## src/rtl/spi_master_mc.sv

```systemverilog
// rtl/spi_master_mc.sv - multi chip-select SPI master with TX/RX byte FIFOs on the iomem bus
module spi_master_mc #(
  parameter int NUM_CS      = 2,
  parameter int FIFO_DEPTH  = 8,
  parameter int DEFAULT_DIV = 7
) (
  input  logic              clk,
  input  logic              reset,
  input  logic              iomem_valid,
  output logic              iomem_ready,
  input  logic [3:0]        iomem_wstrb,
  input  logic [31:0]       iomem_addr,
  input  logic [31:0]       iomem_wdata,
  output logic [31:0]       iomem_rdata,
  output logic              spi_sclk,
  output logic              spi_mosi,
  input  logic              spi_miso,
  output logic [NUM_CS-1:0] spi_cs_n,
  output logic              irq
);
  localparam int AW = $clog2(FIFO_DEPTH);
  localparam int CW = AW + 1;
  localparam logic [CW-1:0] DEPTH_C = CW'(FIFO_DEPTH);
  localparam logic [CW-1:0] CNT_ONE = CW'(1);
  localparam logic [AW-1:0] PTR_ONE = AW'(1);
  localparam logic [1:0] ST_IDLE = 2'd0, ST_LOAD = 2'd1, ST_SHIFT = 2'd2, ST_DONE = 2'd3;
  localparam logic [1:0] R_CTRL = 2'd0, R_CS = 2'd1, R_DATA = 2'd2, R_STAT = 2'd3;

  logic              ready_q;
  logic [31:0]       rdata_q;
  logic [19:0]       ctrl_q;
  logic [NUM_CS-1:0] cs_q;
  logic              rx_ovf_q, tx_ovf_q;
  logic [7:0]        tx_mem [FIFO_DEPTH];
  logic [7:0]        rx_mem [FIFO_DEPTH];
  logic [AW-1:0]     tx_wptr_q, tx_rptr_q, rx_wptr_q, rx_rptr_q;
  logic [CW-1:0]     tx_cnt_q, rx_cnt_q;
  logic [1:0]        state_q, state_d;
  logic [15:0]       cnt_q, cnt_d, div_q, div_d;
  logic [3:0]        edge_q, edge_d;
  logic              sclk_q, sclk_d, mosi_q, mosi_d, cpha_q, cpha_d, lsb_q, lsb_d;
  logic [7:0]        tx_sh_q, tx_sh_d, rx_sh_q, rx_sh_d;

  logic        access, wr, rd, tx_full, tx_empty, rx_full, rx_empty, busy;
  logic        tx_push, tx_pop, rx_push, rx_pop, rx_ovf_set, stat_wr;
  logic [1:0]  sel;
  logic [7:0]  tx_load, rx_byte;
  logic [31:0] rd_word, stat_word;
  logic        unused_bits;

  function automatic logic [7:0] rev8(input logic [7:0] b);
    for (int i = 0; i < 8; i++) rev8[i] = b[7-i];
  endfunction

  // A new access is only accepted while no acknowledge is outstanding
  assign access     = iomem_valid && !ready_q;
  assign wr         = access && (iomem_wstrb != 4'b0);
  assign rd         = access && (iomem_wstrb == 4'b0);
  assign sel        = iomem_addr[3:2];
  assign tx_full    = (tx_cnt_q == DEPTH_C);
  assign tx_empty   = (tx_cnt_q == '0);
  assign rx_full    = (rx_cnt_q == DEPTH_C);
  assign rx_empty   = (rx_cnt_q == '0);
  assign busy       = (state_q != ST_IDLE) || !tx_empty;
  assign tx_push    = wr && (sel == R_DATA) && !tx_full;
  assign tx_pop     = (state_q == ST_LOAD);
  assign rx_push    = (state_q == ST_DONE) && !rx_full;
  assign rx_ovf_set = (state_q == ST_DONE) && rx_full;
  assign rx_pop     = rd && (sel == R_DATA) && !rx_empty;
  assign stat_wr    = wr && (sel == R_STAT);
  assign tx_load    = ctrl_q[18] ? rev8(tx_mem[tx_rptr_q]) : tx_mem[tx_rptr_q];
  assign rx_byte    = lsb_q ? rev8(rx_sh_q) : rx_sh_q;
  assign stat_word  = {8'b0, 8'(rx_cnt_q), 8'(tx_cnt_q), 3'b0, tx_ovf_q, rx_ovf_q, rx_empty, tx_full, busy};
  assign unused_bits = ^{iomem_addr[31:4], iomem_addr[1:0], iomem_wdata[31:20]};

  assign iomem_ready = ready_q;
  assign iomem_rdata = rdata_q;
  assign spi_sclk    = sclk_q;
  assign spi_mosi    = mosi_q;
  assign spi_cs_n    = ~cs_q;
  assign irq         = ctrl_q[19] && !rx_empty;

  // Read-data mux; an empty RX FIFO reads as zero
  always_comb begin
    rd_word = '0;
    case (sel)
      R_CTRL:  rd_word = {12'b0, ctrl_q};
      R_CS:    rd_word = {{(32-NUM_CS){1'b0}}, cs_q};
      R_DATA:  rd_word = rx_empty ? 32'b0 : {24'b0, rx_mem[rx_rptr_q]};
      default: rd_word = stat_word;
    endcase
  end

  // Bus handshake, control registers and sticky overflow flags
  always_ff @(posedge clk or posedge reset) begin
    if (reset) begin
      ready_q  <= 1'b0;
      rdata_q  <= '0;
      ctrl_q   <= {4'b0, 16'(DEFAULT_DIV)};
      cs_q     <= '0;
      rx_ovf_q <= 1'b0;
      tx_ovf_q <= 1'b0;
    end else begin
      ready_q <= access;
      rdata_q <= rd ? rd_word : 32'b0;
      if (wr && sel == R_CTRL) ctrl_q <= iomem_wdata[19:0];
      if (wr && sel == R_CS)   cs_q   <= iomem_wdata[NUM_CS-1:0];
      rx_ovf_q <= (rx_ovf_q && !(stat_wr && iomem_wdata[3])) || rx_ovf_set;
      tx_ovf_q <= (tx_ovf_q && !(stat_wr && iomem_wdata[4])) || (wr && sel == R_DATA && tx_full);
    end
  end

  // FIFO storage; contents need no reset since counts gate every read
  always_ff @(posedge clk) begin
    if (tx_push) tx_mem[tx_wptr_q] <= iomem_wdata[7:0];
    if (rx_push) rx_mem[rx_wptr_q] <= rx_byte;
  end

  // FIFO pointers and occupancy; a simultaneous push and pop leaves the count unchanged
  always_ff @(posedge clk or posedge reset) begin
    if (reset) begin
      tx_wptr_q <= '0; tx_rptr_q <= '0; tx_cnt_q <= '0;
      rx_wptr_q <= '0; rx_rptr_q <= '0; rx_cnt_q <= '0;
    end else begin
      if (tx_push) tx_wptr_q <= tx_wptr_q + PTR_ONE;
      if (tx_pop)  tx_rptr_q <= tx_rptr_q + PTR_ONE;
      if (rx_push) rx_wptr_q <= rx_wptr_q + PTR_ONE;
      if (rx_pop)  rx_rptr_q <= rx_rptr_q + PTR_ONE;
      if (tx_push && !tx_pop) tx_cnt_q <= tx_cnt_q + CNT_ONE;
      if (!tx_push && tx_pop) tx_cnt_q <= tx_cnt_q - CNT_ONE;
      if (rx_push && !rx_pop) rx_cnt_q <= rx_cnt_q + CNT_ONE;
      if (!rx_push && rx_pop) rx_cnt_q <= rx_cnt_q - CNT_ONE;
    end
  end

  // Shift engine: mode and divider are latched at LOAD so CTRL writes apply from the next byte
  always_comb begin
    state_d = state_q; cnt_d = cnt_q; edge_d = edge_q; sclk_d = sclk_q; mosi_d = mosi_q;
    tx_sh_d = tx_sh_q; rx_sh_d = rx_sh_q; cpha_d = cpha_q; lsb_d = lsb_q; div_d = div_q;
    case (state_q)
      ST_IDLE: begin
        sclk_d = ctrl_q[17];
        mosi_d = 1'b1;
        if (!tx_empty) state_d = ST_LOAD;
      end
      ST_LOAD: begin
        tx_sh_d = tx_load;
        cpha_d  = ctrl_q[16];
        lsb_d   = ctrl_q[18];
        div_d   = ctrl_q[15:0];
        cnt_d   = ctrl_q[15:0];
        edge_d  = 4'd0;
        sclk_d  = ctrl_q[17];
        if (!ctrl_q[16]) mosi_d = tx_load[7];
        state_d = ST_SHIFT;
      end
      ST_SHIFT: begin
        if (cnt_q == 16'd0) begin
          cnt_d  = div_q;
          sclk_d = ~sclk_q;
          edge_d = edge_q + 4'd1;
          // Even edges are leading; sampling happens on the leading edge only when CPHA=0
          if (edge_q[0] == cpha_q) begin
            rx_sh_d = {rx_sh_q[6:0], spi_miso};
          end else if (cpha_q || edge_q != 4'd15) begin
            mosi_d  = cpha_q ? tx_sh_q[7] : tx_sh_q[6];
            tx_sh_d = {tx_sh_q[6:0], 1'b0};
          end
          if (edge_q == 4'd15) state_d = ST_DONE;
        end else begin
          cnt_d = cnt_q - 16'd1;
        end
      end
      default: begin
        mosi_d  = 1'b1;
        state_d = tx_empty ? ST_IDLE : ST_LOAD;
      end
    endcase
  end

  // Shift engine registers; reset returns SCLK/MOSI to idle immediately and drops any partial byte
  always_ff @(posedge clk or posedge reset) begin
    if (reset) begin
      state_q <= ST_IDLE; cnt_q <= '0; edge_q <= '0; sclk_q <= 1'b0; mosi_q <= 1'b1;
      tx_sh_q <= '0; rx_sh_q <= '0; cpha_q <= 1'b0; lsb_q <= 1'b0; div_q <= '0;
    end else begin
      state_q <= state_d; cnt_q <= cnt_d; edge_q <= edge_d; sclk_q <= sclk_d; mosi_q <= mosi_d;
      tx_sh_q <= tx_sh_d; rx_sh_q <= rx_sh_d; cpha_q <= cpha_d; lsb_q <= lsb_d; div_q <= div_d;
    end
  end
endmodule

```

## config.mk

```make
export PLATFORM = sky130hd
export DESIGN_NAME = spi_master_mc
export DESIGN_NICKNAME = d
export VERILOG_FILES = /design/src/rtl/spi_master_mc.sv
export SDC_FILE = /design/constraint.sdc
export NUM_CORES = 1
export LEC_CHECK = 0
export CORE_MARGIN = 2
export CORE_UTILIZATION = 30
export CTS_CLUSTER_SIZE = 10
export DETAILED_ROUTE_END_ITERATION = 16
export MAX_ROUTING_LAYER = met4
export PLACE_DENSITY = 0.51
export SLEW_MARGIN = 20
export SYNTH_ARGS = -nofsm -noshare
export SYNTH_HDL_FRONTEND = slang
export SYNTH_SLANG_ARGS = --single-unit
```

## constraint.sdc

```tcl
create_clock -name clk -period 6.14 [get_ports clk]
set_input_delay 0.614 -clock clk [delete_from_list [all_inputs] [get_ports clk]]
set_output_delay 0.614 -clock clk [all_outputs]
set_load 0.1 [all_outputs]
```

### Yosys cells after proc, flatten, opt, wreduce, memory -nomap -nowiden

Memory sizes are Yosys's and may differ from the RTL's.
Cells that the tools add are included.

* reduce and logical (&&, ||, !) cells: 56
* bitwise operators: 2
* multiplexer cells: 34
* add/sub/neg operators: 10
* equal/unequal tests: 17

Operators by type and width (number)
* $pmux 20 s3: 1
* $mux 8: 6
* $mux 32: 1
* $pmux 16 s2: 1
* $logic_and 1x1->1: 22
* $mux 4: 5
* $logic_not 16->1: 1
* $mux 16: 1
* $pmux 8 s2: 1
* $sub 16x1->16 const B: 1
* $add 3x1->3 const B: 4
* $add 4x1->4 const B: 3
* $eq 4x4->1 const B: 3
* $logic_not 4->1: 3
* $ne 2x2->1 const B: 6
* $logic_not 1->1: 11
* $mux 1: 11
* $reduce_bool 2->1: 5
* $eq 2x2->1 const B: 4
* $pmux 4 s2: 1
* $reduce_and 4->1: 2
* $sub 4x1->4 const B: 2
* $mux 2: 3
* $pmux 2 s3: 1
* other kinds (12): 20

* RAM bits: 128
* word-level logic and storage cells: 143
* memories: 2
* input bits: 72
* register bits: 135

Memory list
* rx_mem: depth 8, width 8, rd ports 1, clocked after Yosys merged registers in 0, write ports 1, RTL line 35 `logic [7:0] rx_mem [FIFO_DEPTH];`
* tx_mem: depth 8, width 8, rd ports 1, clocked after Yosys merged registers in 0, write ports 1, RTL line 34 `logic [7:0] tx_mem [FIFO_DEPTH];`

### Longest topological paths before layout

Gate-level depths: netlist of run 1.

* depth in word-level cells: 9
* depth in mapped cells: 13

### Worst setup path before layout of run 1

Ideal clock, no wire load.

* kind: reg2reg
* from: register ready_q (netlist: iomem_ready)
* to: memory tx_mem[4][0] (enable)
* library setup time: 0.398 ns
* slack: 3.080 ns
* data arrival time: 2.662 ns
* stages on the path, launching flop included: 7
* path through: dfrtp_1 -> nand2b_1 -> inv_1 -> nand3_1 -> nor3_2 -> inv_1 -> nor4b_1

* word-level cells in the longest chain between the ends: 7

Ends and longest elaborated chain
* from (decl): RTL line 29 `logic ready_q;`
* from (signal assigned): RTL line 104 `ready_q <= access;`
* $logic_not 1->1: RTL line 56 `assign access = iomem_valid && !ready_q;`
* $logic_and 1x1->1: RTL line 56
* via access: RTL line 44 `logic access, wr, rd, tx_full, tx_empty, rx_full, rx_empty, busy;`
* $logic_and 1x1->1: RTL line 57 `assign wr = access && (iomem_wstrb != 4'b0);`
* $logic_and 1x1->1 (2 in a row): RTL line 65 `assign tx_push = wr && (sel == R_DATA) && !tx_full;`
* $mux 1: RTL line 115 `if (tx_push) tx_mem[tx_wptr_q] <= iomem_wdata[7:0];`
* $mux 1 (not written as such): RTL line 115
* to (decl): RTL line 34

The timed path passes the listed nets, and every way through them passes these cells.

### Final worst setup path of run 1

* from: register rx_cnt_q[3]
* to: output irq

* word-level cells in the longest chain between the ends: 3

Ends and longest elaborated chain
* from (decl): RTL line 37 `logic [CW-1:0] tx_cnt_q, rx_cnt_q;`
* from (signal assigned): RTL line 131 `if (rx_push && !rx_pop) rx_cnt_q <= rx_cnt_q + CNT_ONE;`
* from (signal assigned): RTL line 132 `if (!rx_push && rx_pop) rx_cnt_q <= rx_cnt_q - CNT_ONE;`
* $logic_not 4->1: RTL line 63 `assign rx_empty = (rx_cnt_q == '0);`
* $logic_not 1->1: RTL line 81 `assign irq = ctrl_q[19] && !rx_empty;`
* $logic_and 1x1->1: RTL line 81
* to (decl): RTL line 19 `output logic irq`

No other way between the ends.

==> run summary, run 1 <==
DRT
--------------------------------------------------------------------------------------
Remaining antenna violation count .......................................            0
Count of vias placed by the detailed router .............................         6379
Iteration-0 DRC Markers .................................................          494
DRC violations left .....................................................            0
Drt first pass iters ....................................................            5
Total Wirelength ........................................................     25.38 mm
Ratio of routed vias to standard cells ..................................        4.888
Routed wire per std cell ................................................     19.45 µm

CRITICAL PATH
--------------------------------------------------------------------------------------
Arrival time worst endpoint .............................................      3.06 ns
Endpoint kind of the worst setup timing path ............................ primary output
Worst R2R End ...........................................................  rx_cnt_q[2]
Worst path cell trace ................................................... nor4_1 -> nor2b_1 -> clkdlybuf4s50_1
Start point of the critical path ........................................  rx_cnt_q[3]
Type of the worst setup path ............................................   reg -> out
Required time reported for the critical path endpoint ...................      5.53 ns
Max stage delay cell, worst path ........................................ sky130_fd_sc_hd__clkdlybuf4s50_1
Worst Setup Start Kind ..................................................    flip-flop
CP Max Fanout ...........................................................            5
Flop2flop setup slack ...................................................      2.92 ns
Critical Path Max Stage Delay ...........................................      1.01 ns
R2r startpoint ..........................................................  rx_cnt_q[3]
End point of the critical path ..........................................          irq
Cells on worst reg2reg path .............................................           10

CELLS AND AREA
--------------------------------------------------------------------------------------
Utilization after layout ................................................       35.67%
Non-filler cells, final .................................................         1305
Most common cell after layout, fill and taps aside ...................... sky130_fd_sc_hd__edfxtp_1
Commonest cells after routing, fill and taps aside ...................... sky130_fd_sc_hd__edfxtp_1 (128), sky130_fd_sc_hd__dfrtp_1 (119), sky130_fd_sc_hd__mux2_2 (68), sky130_fd_sc_hd__clkdlybuf4s50_1 (55), sky130_fd_sc_hd__nand2_1 (39)
Ant. Diodes .............................................................            0
Fraction of layout instances using a drive strength above 1 .............       21.62%
Layout net count ........................................................          903
Filler Cells Inserted ...................................................         3526
Area added between synthesis and finish .................................       17.30%

POWER
--------------------------------------------------------------------------------------
Power per cell area ..................................................... 452.1 mW/mm²
Leakage .................................................................     4.858 nW
Design Power ............................................................     5.904 mW
IR drop worst, VDD ......................................................  0.0002570 V

JOB
--------------------------------------------------------------------------------------
Max Cap Viol ............................................................            0

CLOCK TREE
--------------------------------------------------------------------------------------
Number of gates resized after CTS .......................................            0
Later-pin clock latency in the skew report ..............................      0.56 ns
Buffers from clock root to sink, at most ................................            3
TritonCTS clock tree ....................................................         done
Clock sink total ........................................................          251
Clock H-tree levels .....................................................            1
Post-CTS setup repair buffer count ......................................            0
Root Buffer ............................................................. sky130_fd_sc_hd__clkbuf_16
Cts bufs inserted .......................................................           30
Clock-pin slew on the worst setup and hold paths ........................      0.06 ns
Cts hold-fix bufs .......................................................            0

FLOORPLANNING
--------------------------------------------------------------------------------------
FP Rows .................................................................           70
Chip width ..............................................................     196.6 µm
Die ar. .................................................................  0.03867 mm²
IO Count ................................................................          110
Initial core utilization ................................................       30.41%
Die Y ...................................................................     196.6 µm
Core Box Area ...........................................................  0.03661 mm²

SYNTH
--------------------------------------------------------------------------------------
Number of instances in the synthesized netlist ..........................          761
Area share of fa/ha/maj cells after synthesis ...........................       1.911%
Largest family of logic cells by synthesized area ....................... multiplexers
Count of yosys warnings during synthesis ................................            0
Total standard cell area after synthesis ................................  0.01113 mm²
Number of enable-type register cells in the synthesized netlist .........          128
Number of storage elements in the synthesis netlist .....................          251
Fraction of the mapped netlist area in compound gates ...................       7.271%
Primary FF master, synth ................................................ sky130_fd_sc_hd__edfxtp_1
Async set-reset flop share out of synthesis .............................       49.00%
Mean area per synthesized cell ..........................................    14.63 µm²
Multiplexer share of the synthesized area ...............................       16.14%
Fraction of the mapped netlist area in simple logic gates ...............       7.451%
Proportion of synthesized chip area in sequential cells .................       62.22%
Number of distinct standard cells referenced by the synthesized netlist .           63
Parity-gate share of the synthesized area counting xor and xnor cells ...       1.731%

TIMING
--------------------------------------------------------------------------------------
Setup Viol. Count Final .................................................            0
Hold violation count in the final report ................................            0
Slew Limit Fails ........................................................            0
Share of the clock period used by the worst path ........................       59.81%
Post-route setup TNS ....................................................         0 ns
Max Fclk ................................................................    272.3 MHz
Unrepaired setup endpoints after global routing .........................        false
Pin slew with the least headroom to its limit ...........................     1.095 ns
Shortest clock period the worst path allows after layout ................     3.672 ns
Clock skew after layout .................................................   0.03011 ns
Headroom to the max-slew limit ..........................................       27.03%

GLOBAL ROUTE
--------------------------------------------------------------------------------------
Number of global-route vias before repair ...............................         6603
Total global routing overflow ...........................................            0
Largest net degree at the start of global routing .......................           83
Global-route wire length before repair ..................................     39.69 mm
Initial antenna violation count .........................................            0
Aggregate global-route resource usage ...................................       13.76%

HOLD PATH
--------------------------------------------------------------------------------------
Classification of the worst-slack hold path .............................   reg -> reg
Origin of the worst min-delay path ......................................   tx_sh_q[4]

PLACEMENT
--------------------------------------------------------------------------------------
Global placement routability congestion .................................       0.7286
Post-DP HPWL ............................................................     16.83 mm
Port Buffers ............................................................           55
Inst Count DP ...........................................................         1249

STATUS
--------------------------------------------------------------------------------------
Status ..................................................................    completed

==> through the flow <==
step                cell area, µm²  setup WS, ns  hold slack [ns]
floorplan                    11170         2.262           0.4641
global placement             12140         2.425           0.4738
detailed placement           12140         2.391           0.4807
CTS                          13040         2.391           0.4942
global route                 13060         2.375           0.5041
finish                       13060         2.468           0.4923
==> power breakdown <==
part / internal [mW] / switching [mW]
Clock: 0.950 / 0.671
Sequential: 2.12 / 0.382
Combinational: 0.830 / 0.950
==> synth_stat cells (6+ instances only) <==
cell | n | area, µm²
sky130_fd_sc_hd__nor3_1 | 18 | 90.09
sky130_fd_sc_hd__mux4_2 | 32 | 720.7
sky130_fd_sc_hd__edfxtp_1 | 128 | 3844
sky130_fd_sc_hd__xnor2_1 | 10 | 87.58
sky130_fd_sc_hd__nand2_1 | 39 | 146.4
sky130_fd_sc_hd__nor4_1 | 10 | 62.56
sky130_fd_sc_hd__o21ai_0 | 21 | 105.1
sky130_fd_sc_hd__dfrtp_1 | 119 | 2978
sky130_fd_sc_hd__a21o_1 | 7 | 52.55
sky130_fd_sc_hd__a22oi_1 | 14 | 105.1
sky130_fd_sc_hd__a22o_1 | 7 | 61.31
sky130_fd_sc_hd__nand3_1 | 16 | 80.08
sky130_fd_sc_hd__mux2_4 | 9 | 135.1
sky130_fd_sc_hd__mux2_2 | 68 | 765.7
sky130_fd_sc_hd__xor2_1 | 12 | 105.1
sky130_fd_sc_hd__buf_2 | 10 | 50.05
sky130_fd_sc_hd__inv_1 | 16 | 60.06
sky130_fd_sc_hd__mux2i_1 | 13 | 130.1
sky130_fd_sc_hd__clkbuf_1 | 24 | 90.09
sky130_fd_sc_hd__a221oi_1 | 9 | 78.83
sky130_fd_sc_hd__nor2_1 | 36 | 135.1
sky130_fd_sc_hd__and3_1 | 7 | 43.79
sky130_fd_sc_hd__a221o_1 | 6 | 60.06
sky130_fd_sc_hd__a21oi_1 | 13 | 65.06
sky130_fd_sc_hd__buf_4 | 13 | 97.59
sky130_fd_sc_hd__ha_1 | 17 | 212.7
sky130_fd_sc_hd__nor2b_1 | 6 | 37.54
==> sequential cells by signal, summed over array words and instances (netlist names), 3 cells and up <==
name and count:
tx_cnt_q 4, div_q 16, tx_rptr_q 3, rx_cnt_q 4, rx_sh_q 8, tx_sh_q 8
edge_q 4, rx_rptr_q 3, tx_wptr_q 3, tx_mem 64, rx_wptr_q 3, rx_mem 64
cnt_q 16, ctrl_q 20, iomem_rdata 20
==> worst max-delay path: cells and delay by family, from the launching register on <==
kind	cells	cell delay (ns)
flops	1	0.44
simple gates	2	1.06
buf+inv	1	1.01
==> layout make-up <==
type	instances	area, µm²	share of cell area, %
inverters	17	68.82	0.5270
clock inverters	2	38.79	0.2970
multi-input cells	449	3939	30.16
repair buffers	65	633.1	4.848
flip-flops and latches	251	6927	53.04
well taps	468	585.6	4.484
clock buffers	53	867.1	6.640
==> logic make-up after synthesis <==
logic type	after synthesis
and+or+nand+nor	159
other	1
muxes	126
DFF	251
adders and majority gates	17
xor gates and xnor gates	22
AOI/OAI and AO/OA	113
buffers and inverters	72
==> worst min-delay path by stage <==
| stage | endpoint | slack (ns) | depth (start not counted) |
|---|---|---|---|
| 2_1_floorplan | tx_sh_q[3] | 0.46 | 1 |
| 3_3_place_gp | tx_sh_q[4] | 0.47 | 1 |
| 3_5_place_dp | tx_sh_q[4] | 0.48 | 1 |
| 4_1_cts | tx_sh_q[4] | 0.49 | 1 |
| 5_1_grt | tx_sh_q[4] | 0.50 | 1 |
| 6_report | tx_sh_q[4] | 0.49 | 1 |
==> layer usage <==
layer | part of all wire (%) | GRT usage (%)
met1 | 46 | 18.62
met2 | 48 | 22.03
met3 | 3.8 | 2.002
met5 | 0 | -
met4 | 1.7 | 3.230
(Power assumes the default switching activity.)
==> run 2: changes to the inputs <==
==> constraint.sdc (replaced) <==
create_clock -name clk -period 3.7 [get_ports clk]
set_input_delay 0.37 -clock clk [delete_from_list [all_inputs] [get_ports clk]]
set_output_delay 0.37 -clock clk [all_outputs]
set_load 0.1 [all_outputs]
==> run 2 against run 1 <==
Effect of this change:
- utilization rose by 0.21 points
- power rose by 66%
- routed wire length rose by 1.0%
- largest power group unchanged
- non-clock buffer count rose by 22
- critical endpoint is now tx_cnt_q[2]
==> run summary, run 2 (synthesis gave the netlist of run 1 again) <==
TIMING
----------------------------------------------------------------------------
Max Fclk ......................................................    369.3 MHz
Post-route setup TNS ..........................................         0 ns
Unrepaired setup endpoints after global routing ...............        false
Shortest clock period the worst path allows after layout ......     2.708 ns
Pin slew with the least headroom to its limit .................     1.053 ns
Hold violation count in the final report ......................            0
Setup Viol. Count Final .......................................            0
Slew Limit Fails ..............................................            0
Share of the clock period used by the worst path ..............       73.18%
Clock skew after layout .......................................  0.009066 ns
Headroom to the max-slew limit ................................       29.57%

JOB
----------------------------------------------------------------------------
Max Cap Viol ..................................................            0

CRITICAL PATH
----------------------------------------------------------------------------
Cell count along the critical path ............................           12
Type of the worst setup path ..................................   reg -> reg
Cells on worst reg2reg path ...................................           12
End point of the critical path ................................  tx_cnt_q[2]
Max stage delay cell, worst path .............................. sky130_fd_sc_hd__dfrtp_1
Critical Path Max Stage Delay .................................      0.41 ns
Worst path cell trace ......................................... nand2b_1 -> inv_1 -> nand3_1 -> nor3_2 -> inv_1 -> ha_1 -> xor2_1 -> ha_1 -> a21oi_1 -> xor2_1 -> nor2_1 -> xor2_1
Critical path buffers and inverters ...........................            2
Flop2flop setup slack .........................................      0.99 ns
R2r startpoint ................................................  iomem_ready
Required time reported for the critical path endpoint .........      4.13 ns
Worst Setup Start Kind ........................................    flip-flop
Cell class contributing the biggest share of worst-path delay . simple AND/OR/NAND/NOR gates
Worst R2R End .................................................  tx_cnt_q[2]
Start point of the critical path ..............................  iomem_ready
CP Max Fanout .................................................            5
Arrival time worst endpoint ...................................      3.13 ns
Most prevalent standard cell on the critical path ............. sky130_fd_sc_hd__xor2_1
Endpoint kind of the worst setup timing path ..................    flip-flop

DRT
----------------------------------------------------------------------------
Count of vias placed by the detailed router ...................         6433
Drt first pass iters ..........................................            5
Iteration-0 DRC Markers .......................................          425
Remaining antenna violation count .............................            0
DRC violations left ...........................................            0
Total Wirelength ..............................................     25.63 mm
Ratio of routed vias to standard cells ........................        4.866
Routed wire per std cell ......................................     19.39 µm

CELLS AND AREA
----------------------------------------------------------------------------
Flip-flop and latch area ...................................... 0.006927 mm²
Ant. Diodes ...................................................            0
Filler Cells Inserted .........................................         3528
Largest regs .................................................. rx_mem: 64 flops, tx_mem: 64 flops
Fraction of layout instances using a drive strength above 1 ...       22.83%
Total area of multi-input combinational cells ................. 0.003904 mm²
Most common cell after layout, fill and taps aside ............ sky130_fd_sc_hd__edfxtp_1
Layout net count ..............................................          924
Final Instance Area ...........................................  0.01314 mm²
Commonest cells after routing, fill and taps aside ............ sky130_fd_sc_hd__edfxtp_1 (128), sky130_fd_sc_hd__dfrtp_1 (119), sky130_fd_sc_hd__mux2_2 (68), sky130_fd_sc_hd__clkdlybuf4s50_1 (54), sky130_fd_sc_hd__nand2_1 (39)
Area added between synthesis and finish .......................       17.99%
Non-filler cells, final .......................................         1322

GLOBAL ROUTE
----------------------------------------------------------------------------
Number of global-route vias before repair .....................         6663
Global-route wire length before repair ........................     40.01 mm
Aggregate global-route resource usage .........................       13.85%
Initial antenna violation count ...............................            1
Total global routing overflow .................................            0
Largest net degree at the start of global routing .............           64

CLOCK TREE
----------------------------------------------------------------------------
Later-pin clock latency in the skew report ....................      0.55 ns
Cts bufs inserted .............................................           29
Clock sink total ..............................................          251
Cts hold-fix bufs .............................................            0
TritonCTS clock tree ..........................................         done
Root Buffer ................................................... sky130_fd_sc_hd__clkbuf_16
Number of gates resized after CTS .............................            0
Post-CTS setup repair buffer count ............................            0
Clock H-tree levels ...........................................            1
Buffers from clock root to sink, at most ......................            3
Clock-pin slew on the worst setup and hold paths ..............      0.06 ns

STATUS
----------------------------------------------------------------------------
Status ........................................................    completed

POWER
----------------------------------------------------------------------------
IR drop worst, VDD ............................................  0.0003021 V
Power per cell area ........................................... 746.0 mW/mm²
Design Power ..................................................     9.800 mW
Leakage .......................................................     4.945 nW

PLACEMENT
----------------------------------------------------------------------------
Port Buffers ..................................................           55
Global placement routability congestion .......................       0.7793
Post-DP HPWL ..................................................     17.38 mm
Inst Count DP .................................................         1272
Placed Area ...................................................  0.01229 mm²

HOLD PATH
----------------------------------------------------------------------------
Classification of the worst-slack hold path ...................  in -> async

FLOORPLANNING
----------------------------------------------------------------------------
Die Y .........................................................     196.6 µm
Chip width ....................................................     196.6 µm
Core Box Area .................................................  0.03661 mm²
Initial core utilization ......................................       30.41%
Die ar. .......................................................  0.03867 mm²
IO Count ......................................................          110
FP Rows .......................................................           70

## run 2: cell count changes in the layout (fill, tap and decap cells not counted), sizes merged
cell,before,now
inv,16,17
clkdlybuf4s50,55,54
clkinv,3,1
buf,10,33
clkbuf,53,49
## run 2: area by class of cell
cell class                 count  share of cell area [%]
sequential                   251                   52.73
timing repair buffer          87                   6.096
clock buffer                  49                   6.324
tap                          468                   4.458
multi-input combinational    449                   29.72
clock inverter                 1                  0.1524
inverter                      17                  0.5239
## run 2: power by group
part	switching [mW]	leakage, nW	total, mW	internal [mW]
combinational	1.68	1.83	3.11	1.43
sequential	0.568	2.71	4.09	3.52
clock	1.09	0.409	2.60	1.51
## run 2: worst min-delay path by stage
stage	from	end	depth (start not counted)
after floorplan	tx_sh_q[3]	tx_sh_q[3]	1
after global placement	tx_sh_q[4]	tx_sh_q[4]	1
after detailed placement	tx_sh_q[5]	tx_sh_q[5]	1
after CTS	reset	iomem_rdata[6]	2
after global routing	reset	iomem_rdata[6]	2
final	reset	iomem_rdata[6]	2
## run 2: metal layers
metal,vias up,GRT usage (%),wire [µm]
met4,0,2.757,308
li1,3018,-,-
met3,28,2.293,1040
met1,3297,18.10,11620
met5,-,-,0
met2,90,22.93,12660
## run 2: stage by stage
step | hold slack, ns | setup WS (ns) | util [%]
after floorplan | 0.4641 | 0.06574 | -
after global placement | 0.4734 | 0.5561 | 33.56
after detailed placement | 0.4858 | 0.5445 | 33.56
after CTS | 0.2962 | 0.9929 | 35.88
after global routing | 0.3410 | 0.7543 | 35.88
final | 0.2975 | 0.9924 | 35.88
